## config.mk

```make
export PLATFORM = sky130hd
export DESIGN_NAME = dffrs_init_ctrl
export DESIGN_NICKNAME = d
export VERILOG_FILES = /design/src/rtl/dffrs_init_ctrl.sv
export SDC_FILE = /design/constraint.sdc
export NUM_CORES = 1
export LEC_CHECK = 0
export CAP_MARGIN = 20
export CORE_MARGIN = 3
export CORE_UTILIZATION = 44
export CTS_BUF_LIST = sky130_fd_sc_hd__clkbuf_4
export DETAILED_ROUTE_END_ITERATION = 10
export PLACE_DENSITY = 0.77
export RECOVER_POWER = 25
export SYNTH_ARGS = -nofsm -noshare
export SYNTH_HDL_FRONTEND = slang
export SYNTH_SLANG_ARGS = --single-unit
```

## constraint.sdc

```tcl
create_clock -name clk -period 1.3 [get_ports clk]
set_input_delay 0.26 -clock clk [delete_from_list [all_inputs] [get_ports clk]]
set_output_delay 0.26 -clock clk [all_outputs]
set_load 0.03 [all_outputs]
```

## src/rtl/dffrs_init_ctrl.sv

```systemverilog
// Preloads a bank of dffrs cells by pulsing their active-low R/S pins from a captured pattern.
// Optional readback check of q_in after the release gap: define DFFRS_INIT_VERIFY_EN.
module dffrs_init_ctrl #(
    parameter int unsigned WIDTH        = 8,
    parameter int unsigned PULSE_CYCLES = 2,
    parameter int unsigned GAP_CYCLES   = 1
) (
    input  logic             clk,
    input  logic             rst,
    input  logic             init_req,
    input  logic [WIDTH-1:0] init_value,
    output logic             init_ack,
    output logic             busy,
    output logic             done,
    output logic [WIDTH-1:0] R_n,
    output logic [WIDTH-1:0] S_n,
    input  logic [WIDTH-1:0] q_in,
    output logic             mismatch
);

    localparam int unsigned MAX_CYCLES = (PULSE_CYCLES > GAP_CYCLES) ? PULSE_CYCLES : GAP_CYCLES;
    localparam int unsigned CNT_W      = $clog2(MAX_CYCLES + 1);

    typedef enum logic [2:0] {
        IDLE,
        PULSE,
        GAP,
        VERIFY,
        DONE
    } state_t;

    state_t             state;
    logic [CNT_W-1:0]   cnt;
    logic [WIDTH-1:0]   cap;

    // Sequencer; R_n/S_n are complementary copies of the captured pattern, so no bit sees both low.
    always_ff @(posedge clk) begin
        if (rst) begin
            state    <= IDLE;
            cnt      <= '0;
            cap      <= '0;
            R_n      <= '1;
            S_n      <= '1;
            init_ack <= 1'b0;
            busy     <= 1'b0;
            done     <= 1'b0;
        end else begin
            init_ack <= 1'b0;
            done     <= 1'b0;
            case (state)
                IDLE: begin
                    if (init_req) begin
                        state    <= PULSE;
                        cnt      <= '0;
                        cap      <= init_value;
                        R_n      <= init_value;
                        S_n      <= ~init_value;
                        init_ack <= 1'b1;
                        busy     <= 1'b1;
                    end
                end
                PULSE: begin
                    if (cnt == CNT_W'(PULSE_CYCLES - 1)) begin
                        state <= GAP;
                        cnt   <= '0;
                        R_n   <= '1;
                        S_n   <= '1;
                    end else begin
                        cnt <= cnt + CNT_W'(1);
                        R_n <= cap;
                        S_n <= ~cap;
                    end
                end
                GAP: begin
                    if (cnt == CNT_W'(GAP_CYCLES - 1)) begin
                        cnt <= '0;
`ifdef DFFRS_INIT_VERIFY_EN
                        state <= VERIFY;
`else
                        state <= DONE;
                        done  <= 1'b1;
                        busy  <= 1'b0;
`endif
                    end else begin
                        cnt <= cnt + CNT_W'(1);
                    end
                end
                VERIFY: begin
                    state <= DONE;
                    cnt   <= '0;
                    done  <= 1'b1;
                    busy  <= 1'b0;
                end
                DONE: begin
                    state <= IDLE;
                    cnt   <= '0;
                end
                default: begin
                    state <= IDLE;
                    cnt   <= '0;
                end
            endcase
        end
    end

`ifdef DFFRS_INIT_VERIFY_EN
    // Readback flag: cleared on acceptance, sampled once in VERIFY, sticky until then.
    always_ff @(posedge clk) begin
        if (rst) begin
            mismatch <= 1'b0;
        end else if (state == IDLE && init_req) begin
            mismatch <= 1'b0;
        end else if (state == VERIFY) begin
            mismatch <= (q_in != cap);
        end
    end
`else
    logic unused_q_in;
    assign unused_q_in = ^q_in;
    assign mismatch    = 1'b0;
`endif

endmodule

```

==> impl_metrics.json <==
{
  "rsz0062_at_grt": "yes",
  "max_freq_ghz": 0.721,
  "diodes": 0,
  "synth-edff-count": 0,
  "finalNonFillerCells": 256,
  "initial_core_util_pct": 48.9,
  "period_needed_ns": 1.39,
  "synth_most_common_cell": "dfxtp_1",
  "die_w_um": 62.8,
  "yosysSeqAreaShare_pct": 45.1,
  "avgRoutedWirePerCell_um": 16.1,
  "pwr-share-seq_pct": 45.9,
  "grt_remaining_overflow": 0,
  "n_fill_cell": 196,
  "cts_tree": "built",
  "post-route-period-util_pct": 107,
  "dp_hpwl_um": 2640,
  "cts.sinks": 32,
  "synthesis.nets": 184,
  "final-hold-violation-count": 0,
  "hp-class": "primary input to flop",
  "drtPass1Iterations": 4,
  "synth_area_leader_cell": "dfxtp_1",
  "clkTransAtPathRegs_ns": 0.10,
  "power_switching_uw": 839,
  "cp_cell_sequence": "inv_1, or4_4, a311oi_2",
  "clkLatencyLatePin_ns": 0.34,
  "p_int_mw": 1.65,
  "cts-root-buf": "clkbuf_4",
  "crit_required_ns": 1.55,
  "grt_first_pass_wirelength_um": 6490,
  "drv_cap": 0,
  "core.rowCount": 19,
  "core_mm2": 0.00290,
  "critical-path-max-stage-delay_ns": 0.55,
  "vias": 1372,
  "synth_common_cells": "32 x dfxtp_1, 19 x a21oi_1, 17 x nand2_1, 17 x nor3_1, 12 x inv_1",
  "cts_max_level": 2,
  "fp.dieArea_mm2": 0.00394,
  "grt_pass1_vias": 1362,
  "synth_cell_types": 34,
  "ys_warn_count": 0,
  "syn_area_mm2": 0.00142,
  "synth_cells": 162,
  "setup_slack_ns": -0.0860,
  "power.leakage_nw": 0.912,
  "synth-seq-cells": 32,
  "worst-path-max-fanout": 3,
  "worstPathArrival_ns": 1.64,
  "viasPerCell": 5.36,
  "numCtsBuffers": 5,
  "avgSynthCellArea_um2": 8.76,
  "hold_buffers": 0,
  "seq_area_um2": 657,
  "gp_congestion": 0.837,
  "p_sw_share_pct": 33.7,
  "status": "finished with violations",
  "drc": 0,
  "area_delta_synth_final_pct": 55.0,
  "synth.area.top_cells": "dfxtp_1 45%, a21oi_1 6.7%, nor3_1 6.0%, a2111o_1 5.6%, nand2_1 4.5%",
  "ir_drop_uv": 744,
  "wirelength_um": 4110,
  "final_nets": 235,
  "ys.flop_type": "dfxtp_1",
  "violations": "negative setup slack",
  "synth_top_cell_area_share_pct": 45.1,
  "async_flop_share_pct": 0,
  "cp_slowest_cell": "or4_4",
  "die_height_um": 62.8,
  "pin_count": 39,
  "crit_type": "flop to flop",
  "grt_antenna_before_repair": 0,
  "antenna_left": 0,
  "place_inst": 244,
  "setup.worst_path.end_class": "flop",
  "clockBufferDepth": 2,
  "crit_buf_inv": 1,
  "grtUsageTotal_pct": 20.7,
  "drive_above_1_share_pct": 52.3,
  "combPwrFrac_pct": 30.9,
  "fin_hold_ws_ns": 0.385,
  "drt-initial-drc-count": 42,
  "maxSlewViolCount": 0,
  "grt_max_degree": 24,
  "path_delay_family": "simple AND/OR/NAND/NOR gates",
  "worst_setup_path_start_kind": "flop",
  "skew_ns": 0.0102,
  "clkPwrFrac_pct": 23.3,
  "io_buffers": 29,
  "multi_input_area_um2": 895,
  "powerDensity_mw_per_mm2": 1130,
  "setup-violations-final": 17
}
worst paths after layout:
| check | startpoint | endpoint | slack (ns) | cells after the start |
|---|---|---|---|---|
| worst max-delay path | cnt[0] | cnt[0] | -0.09 | 3 |
| worst max register to register | cnt[0] | cnt[0] | -0.09 | 3 |
| worst min-delay path | rst | cap[5] | 0.39 | 3 |
| worst min register to register | R_n[3] | R_n[3] | 0.46 | 2 |
per-layer routing:
| metal | up-vias | GRT usage [%] | wire length, um |
|---|---|---|---|
| met1 | 643 | 25.3 | 1850 |
| met5 | - | 0 | 0 |
| li1 | 673 | - | - |
| met2 | 47 | 31.3 | 1920 |
| met4 | 0 | 9.92 | 93 |
| met3 | 9 | 8.63 | 247 |
worst min-delay path, delay by kind of cell:
| kind | cells | cell delay, ns |
|---|---|---|
| buffers and inverters | 2 | 0.38 |
| AO/OA/AOI/OAI | 1 | 0.04 |
per-stage QoR:
| step | TNS, ns | setup slack (ns) | cell area (um2) | total power, mW | util, % |
|---|---|---|---|---|---|
| finish | -0.504 | -0.0860 | 2200 | 2.49 | 75.8 |
| global route | -1.56 | -0.112 | 2200 | 2.61 | 75.8 |
| CTS | -0.206 | -0.0519 | 2040 | 2.41 | 70.4 |
| detailed placement | -10.77 | -0.479 | 1890 | 1.83 | 65.1 |
| global placement | -10.09 | -0.451 | 1890 | 1.81 | 65.1 |
| floorplan | -1.59 | -0.112 | 1490 | 1.57 | - |
area by class of cell:
type	instances	area share [%]
Multi-Input combinational cell	106	40.7
Sequential cell	32	29.9
Timing Repair Buffer	56	22.5
Clock buffer	7	2.39
Tap cell	42	2.39
Inverter	12	2.05
Clock inverter	1	0.171
power groups by stage:
stage                     clock (mW)  sequential, mW  combinational (mW)
final                          0.580            1.14               0.769
after global routing           0.632            1.16               0.821
after CTS                      0.585            1.14               0.690
after detailed placement           0            1.16               0.671
after global placement             0            1.15               0.655
after floorplan                    0            1.28               0.292
flip-flops by register name, indices dropped and copies added, names as in the netlist:
signal and cells:
R_n 8, S_n 8, busy 1, cap 8
cnt 2, done 1, init_ack 1, state 3
cells in the final DEF (no fill, tap or decap), types with 3 or more instances in the layout:
cell             count
dfxtp_1             27
buf_4               23
a21oi_1             12
clkdlybuf4s15_2     11
inv_1               10
nand2_2             10
nor3_2              10
clkdlybuf4s50_1      8
a21oi_2              7
a2111o_1             7
clkbuf_4             7
a211oi_1             6
nand2_1              6
buf_6                6
nor3_1               5
nor2_2               5
clkbuf_2             5
nor2_1               4
dfxtp_4              4
nor2b_1              3
nor2_4               3
what timing repair did:
item                       CTS  global route
pin swaps                    7            14
gates cloned                 1             1
gates resized for setup     60            49
setup buffers                1             1
setup endpoints to repair   34            30
cells by family after synthesis:
family                     Yosys count  share of synthesized area, %
buffers and inverters               25                          8.99
and+or+nand+nor                     62                          23.2
other                                1                         0.264
DFF                                 32                          45.1
AOI/OAI and AO/OA                   39                          19.8
adders and majority gates            3                          2.65
Power figures use the tool's default switching activity.
